### src/rtl/fwd_hazard_ctrl.sv
// Forwarding and hazard controller for a 5-stage RISC-V pipeline.
// Shadows EX/MEM/WB destination tags; drives EX operand mux selects and the ID stall.
module fwd_hazard_ctrl #(
  parameter int REG_ADDR_W = 5,
  parameter int FWD_EN     = 1,
  parameter int RF_BYPASS  = 1,
  parameter int CNT_W      = 16
) (
  input  logic                  clk,
  input  logic                  rst,
  input  logic                  id_valid,
  input  logic [REG_ADDR_W-1:0] id_rs1,
  input  logic [REG_ADDR_W-1:0] id_rs2,
  input  logic                  id_uses_rs1,
  input  logic                  id_uses_rs2,
  input  logic [REG_ADDR_W-1:0] id_rd,
  input  logic                  id_regwrite,
  input  logic                  id_memread,
  input  logic                  id_memwrite,
  input  logic                  flush,
  output logic                  id_stall,
  output logic [1:0]            fwd_a_sel,
  output logic [1:0]            fwd_b_sel,
  output logic [1:0]            fwd_wd_sel,
  output logic [CNT_W-1:0]      stall_count
);

  typedef logic [REG_ADDR_W-1:0] reg_t;

  typedef struct packed {
    logic valid;
    reg_t rs1;
    reg_t rs2;
    logic uses1;
    logic uses2;
    reg_t rd;
    logic regwrite;
    logic memread;
    logic memwrite;
  } ex_t;

  typedef struct packed {
    logic valid;
    reg_t rd;
    logic regwrite;
    logic memread;
  } mem_t;

  typedef struct packed {
    logic valid;
    reg_t rd;
    logic regwrite;
  } wb_t;

  localparam logic [CNT_W-1:0] CNT_ONE = CNT_W'(1);

  ex_t              ex_q, ex_d;
  mem_t             mem_q, mem_d;
  wb_t              wb_q, wb_d;
  logic [CNT_W-1:0] stall_count_q, stall_count_d;

  function automatic logic ex_hit(input ex_t e, input reg_t r);
    return e.valid && e.regwrite && (e.rd != '0) && (e.rd == r);
  endfunction

  function automatic logic mem_hit(input mem_t m, input reg_t r);
    return m.valid && m.regwrite && (m.rd != '0) && (m.rd == r);
  endfunction

  function automatic logic wb_hit(input wb_t w, input reg_t r);
    return w.valid && w.regwrite && (w.rd != '0) && (w.rd == r);
  endfunction

  // Nearer stage wins; a load still in MEM has no data yet, so it never feeds 10.
  function automatic logic [1:0] fwd_sel(input logic active, input reg_t r,
                                         input mem_t m, input wb_t w);
    if (!active) return 2'b00;
    if (mem_hit(m, r) && !m.memread) return 2'b10;
    if (wb_hit(w, r)) return 2'b01;
    return 2'b00;
  endfunction

  function automatic logic src_hazard(input logic uses, input reg_t r, input ex_t e,
                                      input mem_t m, input wb_t w);
    if (!uses || (r == '0)) return 1'b0;
    if (FWD_EN != 0) return ex_hit(e, r) && e.memread;
    return ex_hit(e, r) || mem_hit(m, r) || ((RF_BYPASS == 0) && wb_hit(w, r));
  endfunction

  always_comb begin
    id_stall   = id_valid && !flush &&
                 (src_hazard(id_uses_rs1, id_rs1, ex_q, mem_q, wb_q) ||
                  src_hazard(id_uses_rs2, id_rs2, ex_q, mem_q, wb_q));
    fwd_a_sel  = fwd_sel((FWD_EN != 0) && ex_q.valid && ex_q.uses1,
                         ex_q.rs1, mem_q, wb_q);
    fwd_b_sel  = fwd_sel((FWD_EN != 0) && ex_q.valid && ex_q.uses2 && !ex_q.memwrite,
                         ex_q.rs2, mem_q, wb_q);
    fwd_wd_sel = fwd_sel((FWD_EN != 0) && ex_q.valid && ex_q.uses2 && ex_q.memwrite,
                         ex_q.rs2, mem_q, wb_q);
  end

  always_comb begin
    ex_d = '0;
    if (!id_stall && !flush) begin
      ex_d.valid    = id_valid;
      ex_d.rs1      = id_rs1;
      ex_d.rs2      = id_rs2;
      ex_d.uses1    = id_uses_rs1;
      ex_d.uses2    = id_uses_rs2;
      ex_d.rd       = id_rd;
      ex_d.regwrite = id_regwrite;
      ex_d.memread  = id_memread;
      ex_d.memwrite = id_memwrite;
    end

    mem_d.valid    = ex_q.valid;
    mem_d.rd       = ex_q.rd;
    mem_d.regwrite = ex_q.regwrite;
    mem_d.memread  = ex_q.memread;

    wb_d.valid    = mem_q.valid;
    wb_d.rd       = mem_q.rd;
    wb_d.regwrite = mem_q.regwrite;

    stall_count_d = stall_count_q;
    if (id_stall && (stall_count_q != '1)) stall_count_d = stall_count_q + CNT_ONE;
  end

  always_ff @(posedge clk) begin
    if (rst) begin
      ex_q          <= '0;
      mem_q         <= '0;
      wb_q          <= '0;
      stall_count_q <= '0;
    end else begin
      ex_q          <= ex_d;
      mem_q         <= mem_d;
      wb_q          <= wb_d;
      stall_count_q <= stall_count_d;
    end
  end

  assign stall_count = stall_count_q;

endmodule
### config.mk
export PLATFORM = sky130hd
export DESIGN_NAME = fwd_hazard_ctrl
export DESIGN_NICKNAME = d
export VERILOG_FILES = /design/src/rtl/fwd_hazard_ctrl.sv
export SDC_FILE = /design/constraint.sdc
export NUM_CORES = 1
export LEC_CHECK = 0
export ABC_AREA = 0
export BUFFER_PORTS_ARGS = -buffer_cell sky130_fd_sc_hd__buf_4
export CAP_MARGIN = 20
export CORE_ASPECT_RATIO = 1.1
export CORE_UTILIZATION = 35
export CTS_CLUSTER_DIAMETER = 120
export DETAILED_ROUTE_END_ITERATION = 12
export HOLD_SLACK_MARGIN = 0.15
export PLACE_DENSITY = 0.62
export SLEW_MARGIN = 5
export SYNTH_ARGS = -nofsm -noshare
export SYNTH_HDL_FRONTEND = slang
export SYNTH_SLANG_ARGS = --single-unit
export TNS_END_PERCENT = 50
### constraint.sdc
create_clock -name clk -period 4.4 [get_ports clk]
set_clock_uncertainty 0.05 [all_clocks]
set_input_delay 0.88 -clock clk [delete_from_list [all_inputs] [get_ports clk]]
set_output_delay 0.88 -clock clk [all_outputs]
set_load 0.005 [all_outputs]
=== After elaboration in Yosys (flattened, before gate mapping) ===
Index checks and enable logic that the tools add are counted.

* $add $sub $neg: 1
* Equality and inequality tests: 9
* Mux-type cells: 41
* Bitwise gates (word level): 1
* Reductions and logical operators: 43

{| class="wikitable"
|+ Operators with widths
! operator !! number
|-
| $eq A5 B5 Y1 || 8
|-
| $mux W2 || 18
|-
| $logic_and A1 B1 Y1 || 26
|-
| $mux W1 || 23
|-
| $add A16 B1 Y16 const B || 1
|-
| $ne A16 B16 Y1 const B || 1
|-
| $reduce_bool A5 Y1 || 3
|-
| $logic_not A5 Y1 || 2
|-
| $logic_not A1 Y1 || 6
|-
| $logic_or A1 B1 Y1 || 5
|-
| $reduce_or A2 Y1 || 1
|-
| $not A1 Y1 || 1
|}

* Register bits: 52
* Input bits: 24
* Output and inout bits: 23
* Word-level logic and storage cells: 112

=== Longest topological paths before layout ===
* Depth in word-level cells: 12
* Depth in mapped cells: 9
* Gate-level depth less buffers: 7

=== Worst setup path before layout ===
No wires, ideal clock.

* Kind: input port to output port
* From: input port id_rs1[0]
* To: output port id_stall
* Data arrival time: 1,888 ps
* Required time: 3,470 ps
* Setup slack: 1,582 ps
* Cell stages on the path: 5
* Path buffers: 0
* Cell sequence: or4_1 -> a21oi_1 -> nor4_2 -> nor2_1 -> inv_1

* Word-level cells in the longest chain between the ends: 7

{| class="wikitable"
|+ RTL lines
! item !! line !! RTL
|-
| from (decl) || 12 || <nowiki>input logic [REG_ADDR_W-1:0] id_rs1,</nowiki>
|-
| $eq A5 B5 Y1 (on tied branches) || 63, 67 ||
|-
| $logic_and A1 B1 Y1 (on tied branches) || 63, 67 ||
|-
| $logic_or A1 B1 Y1 or $logic_and A1 B1 Y1 (tied branches) || 87, 86 ||
|-
| $mux W1 || 87 || <nowiki>return ex_hit(e, r) || mem_hit(m, r) || ((RF_BYPASS == 0) && wb_hit(w, r));</nowiki>
|-
| $mux W1 * || 86 || <nowiki>if (FWD_EN != 0) return ex_hit(e, r) && e.memread;</nowiki>
|-
| $logic_or A1 B1 Y1 * || 92 || <nowiki>(src_hazard(id_uses_rs1, id_rs1, ex_q, mem_q, wb_q) ||</nowiki>
|-
| $logic_and A1 B1 Y1 * || 91 || <nowiki>id_stall = id_valid && !flush &&</nowiki>
|-
| to (decl) || 21 || <nowiki>output logic id_stall,</nowiki>
|}

Every way passes the cells marked *; elsewhere a longest branch is shown, timed or not.

=== Worst setup path in the final report ===
Ends and elaborated chain as after synthesis.

==> impl_metrics.toml <==
[outcome]
outcome = "completed"

[worst_setup_path]
cp_data_required_time_ns = 3.47
cpLargestDelayFamily = "simple AND/OR/NAND/NOR gates"
arrival_ns = 2.27
worstReg2RegStart = "ex_q[4]$_SDFF_PP0_"
r2r_cells = 6
cp_max_fo = 5
crit_top_cell = "buf_4"
endpoint_kind = "primary output"
critPathLaunch = "id_rs1[0]"
path_depth = 7
crit_chain = "buf_4, or4_1, a21oi_1, nor4_2, nor2_1, inv_1, buf_4"
reg2reg_to = "stall_count[7]$_SDFFE_PP0P_"
crit_path_end = "id_stall"
crit_path_top_delay_cell = "or4_1"
slowest_delay_ns = 0.51
r2r_slack_ns = 1.97
worst-path-buf-inv = 3
critical_path_class = "in2out"
startpoint_type = "input pin"

[layout]
layout_common_cells = "52 x dfxtp_1, 47 x buf_4, 23 x and2_1, 16 x xnor2_1, 15 x a21oi_1"
n_antenna_cell = 0
drive_gt1_frac = 0.2113
areaGrowthSynthToFinish_pct = 23.01
final_common_cell = "dfxtp_1"
utilization = 0.4580
nets = 308

[logic_synthesis]
synth_area_leaders = "dfxtp_1 47%, and2_1 6.5%, xnor2_1 6.4%"
synth_fp_nets = 261
synth.top_cell.area_share = 0.4727
ys_types = 31
syn_area_per_cell_sq_um = 9.331
synth_warnings = 0
synth_top_area_cell = "dfxtp_1"
ys_seq_area_frac = 0.4727
syn_area_sq_um = 2202
postSynthCellCount = 236
synth-seq-cells = 52

[timing]
relSlewSlack = 0.4206
clock.fmax_mhz = 312.7
setup_viol = 0
setup_tns_ns = 0
fin_crit_sh = 0.7269
hold_slack_ns = 0.4204
worst_pin_slew_ns = 0.8690
maxSlewViolCount = 0
post-route-min-period_ns = 3.198
final_hold_viol_count = 0
rsz0062_at_grt = "no"

[power]
power.density_nw_per_um2 = 301.4
power_uw = 816.5
irDropWorstVdd_uv = 199.5
leakagePower_uw = 0.001075

[die]
fp.dieW_um = 77.63
coreArea_sq_um = 5914
rows = 29
die_h_um = 85.19
floorplan.die_area_sq_um = 6613
initial_core_util = 0.3723
num_io_pins = 47

[clock_network]
hold_buffers = 0
cts_setup_buffers = 0
clock-sinks = 52
cts_made_buffers = 5
root_buffer = "clkbuf_8"
cts.clk_slew.worst_paths_ns = 0.09
cts.path.max_buffers = 2
clk_latency_ns = 0.29
ctsResizeCount = 0
cts-htree-levels = 2
cts_tree = "done"

[detailed_routing]
ant_nets = 0
via_count = 1752
route.detailed.drc = 0
drt_wl_total_um = 4568
dr.pass1.iters = 4
via_per_inst = 4.853
wire_per_inst_um = 12.65
drtIter0Drc = 53

[placed_design]
portBuffers = 46
hpwl_um = 3443
gp_congestion = 0.7786

[grt]
grt_pass1_vias = 1663
antenna_found_initial = 0
overflow = 0
grt_pass1_wl_um = 7679
grt_max_degree = 33
grt_use_total = 0.1460

[run]
drv_cap = 0

[worst_hold_path]
hp-class = "reg2reg"
min_from = "mem_q[1]$_SDFF_PP0_"
[routing by layer]
| metal | part of all wire | track usage |
|---|---|---|
| met5 | 0 | 0 |
| met3 | 0.028 | 0.02688 |
| met2 | 0.49 | 0.2341 |
| met1 | 0.47 | 0.1963 |
| met4 | 0.012 | 0.05146 |
[worst min path at each step]
stage | end | cells past startpoint | slack (ns)
3_3_place_gp | wb_q[6]$_SDFF_PP0_ | 1 | 0.41
6_report | wb_q[0]$_SDFF_PP0_ | 1 | 0.42
2_1_floorplan | mem_q[1]$_SDFF_PP0_ | 1 | 0.38
5_1_grt | wb_q[0]$_SDFF_PP0_ | 1 | 0.44
3_5_place_dp | wb_q[0]$_SDFF_PP0_ | 1 | 0.41
4_1_cts | wb_q[0]$_SDFF_PP0_ | 1 | 0.42
[Yosys cell counts, drive strengths merged]
cell    instances
nor2b          14
o31ai           4
ha              1
buf             2
or2             1
and2           23
o21ai          11
mux2i           1
a21oi          15
nand2           9
xor2           14
o211ai          2
nor3            8
dfxtp          52
nand4           7
nand2b          1
clkbuf          5
nand3          11
and4b           1
nor4            4
inv             4
xnor2          16
or3            10
or4             8
nor2            9
and3            2
and4            1
[sequential cells by signal (all words and copies together) (netlist names)]
name,cells
ex_q,21
mem_q,8
stall_count,16
wb_q,7
[area by class of cell]
cell class,count,area (sq um)
Sequential cell,52,1041
Tap cell,77,96.34
Fill cell,570,3206
Clock inverter,3,23.77
Inverter,4,15.01
Clock buffer,5,68.82
Timing Repair Buffer,47,352.8
Multi-Input combinational cell,173,1111
[metrics by stage]
| stage | std cells | instance area, sq um | worst slack [ns] |
|---|---|---|---|
| 2_1_floorplan | 236 | 2202 | 1.582 |
| 3_3_place_gp | 353 | 2616 | 1.208 |
| 3_5_place_dp | 353 | 2616 | 1.205 |
| 4_1_cts | 361 | 2709 | 1.191 |
| 5_1_grt | 361 | 2709 | 1.100 |
| 6_report | 361 | 2709 | 1.202 |
[worst register-to-register path, delay by kind of cell (launching register included)]
| family | cells | cell delay, ns |
|---|---|---|
| AOI/OAI and AO/OA | 4 | 1.27 |
| and+or+nand+nor | 2 | 0.68 |
| DFF | 1 | 0.36 |
[power breakdown]
group / total (uW) / internal (uW) / switching [uW]
clock: 269 / 113 / 156
combinational: 55.7 / 32.9 / 22.9
sequential: 492 / 481 / 10.5
[logic make-up after synthesis]
logic type | share of synthesized area
AO/OA/AOI/OAI | 0.08352
XOR/XNOR | 0.1193
adder cells (fa/ha/maj) | 0.005681
buffers and inverters | 0.02557
flip-flops | 0.4727
multiplexers | 0.004546
AND/OR/NAND/NOR | 0.2886
Note: power is estimated with default switching activity, not from simulation.
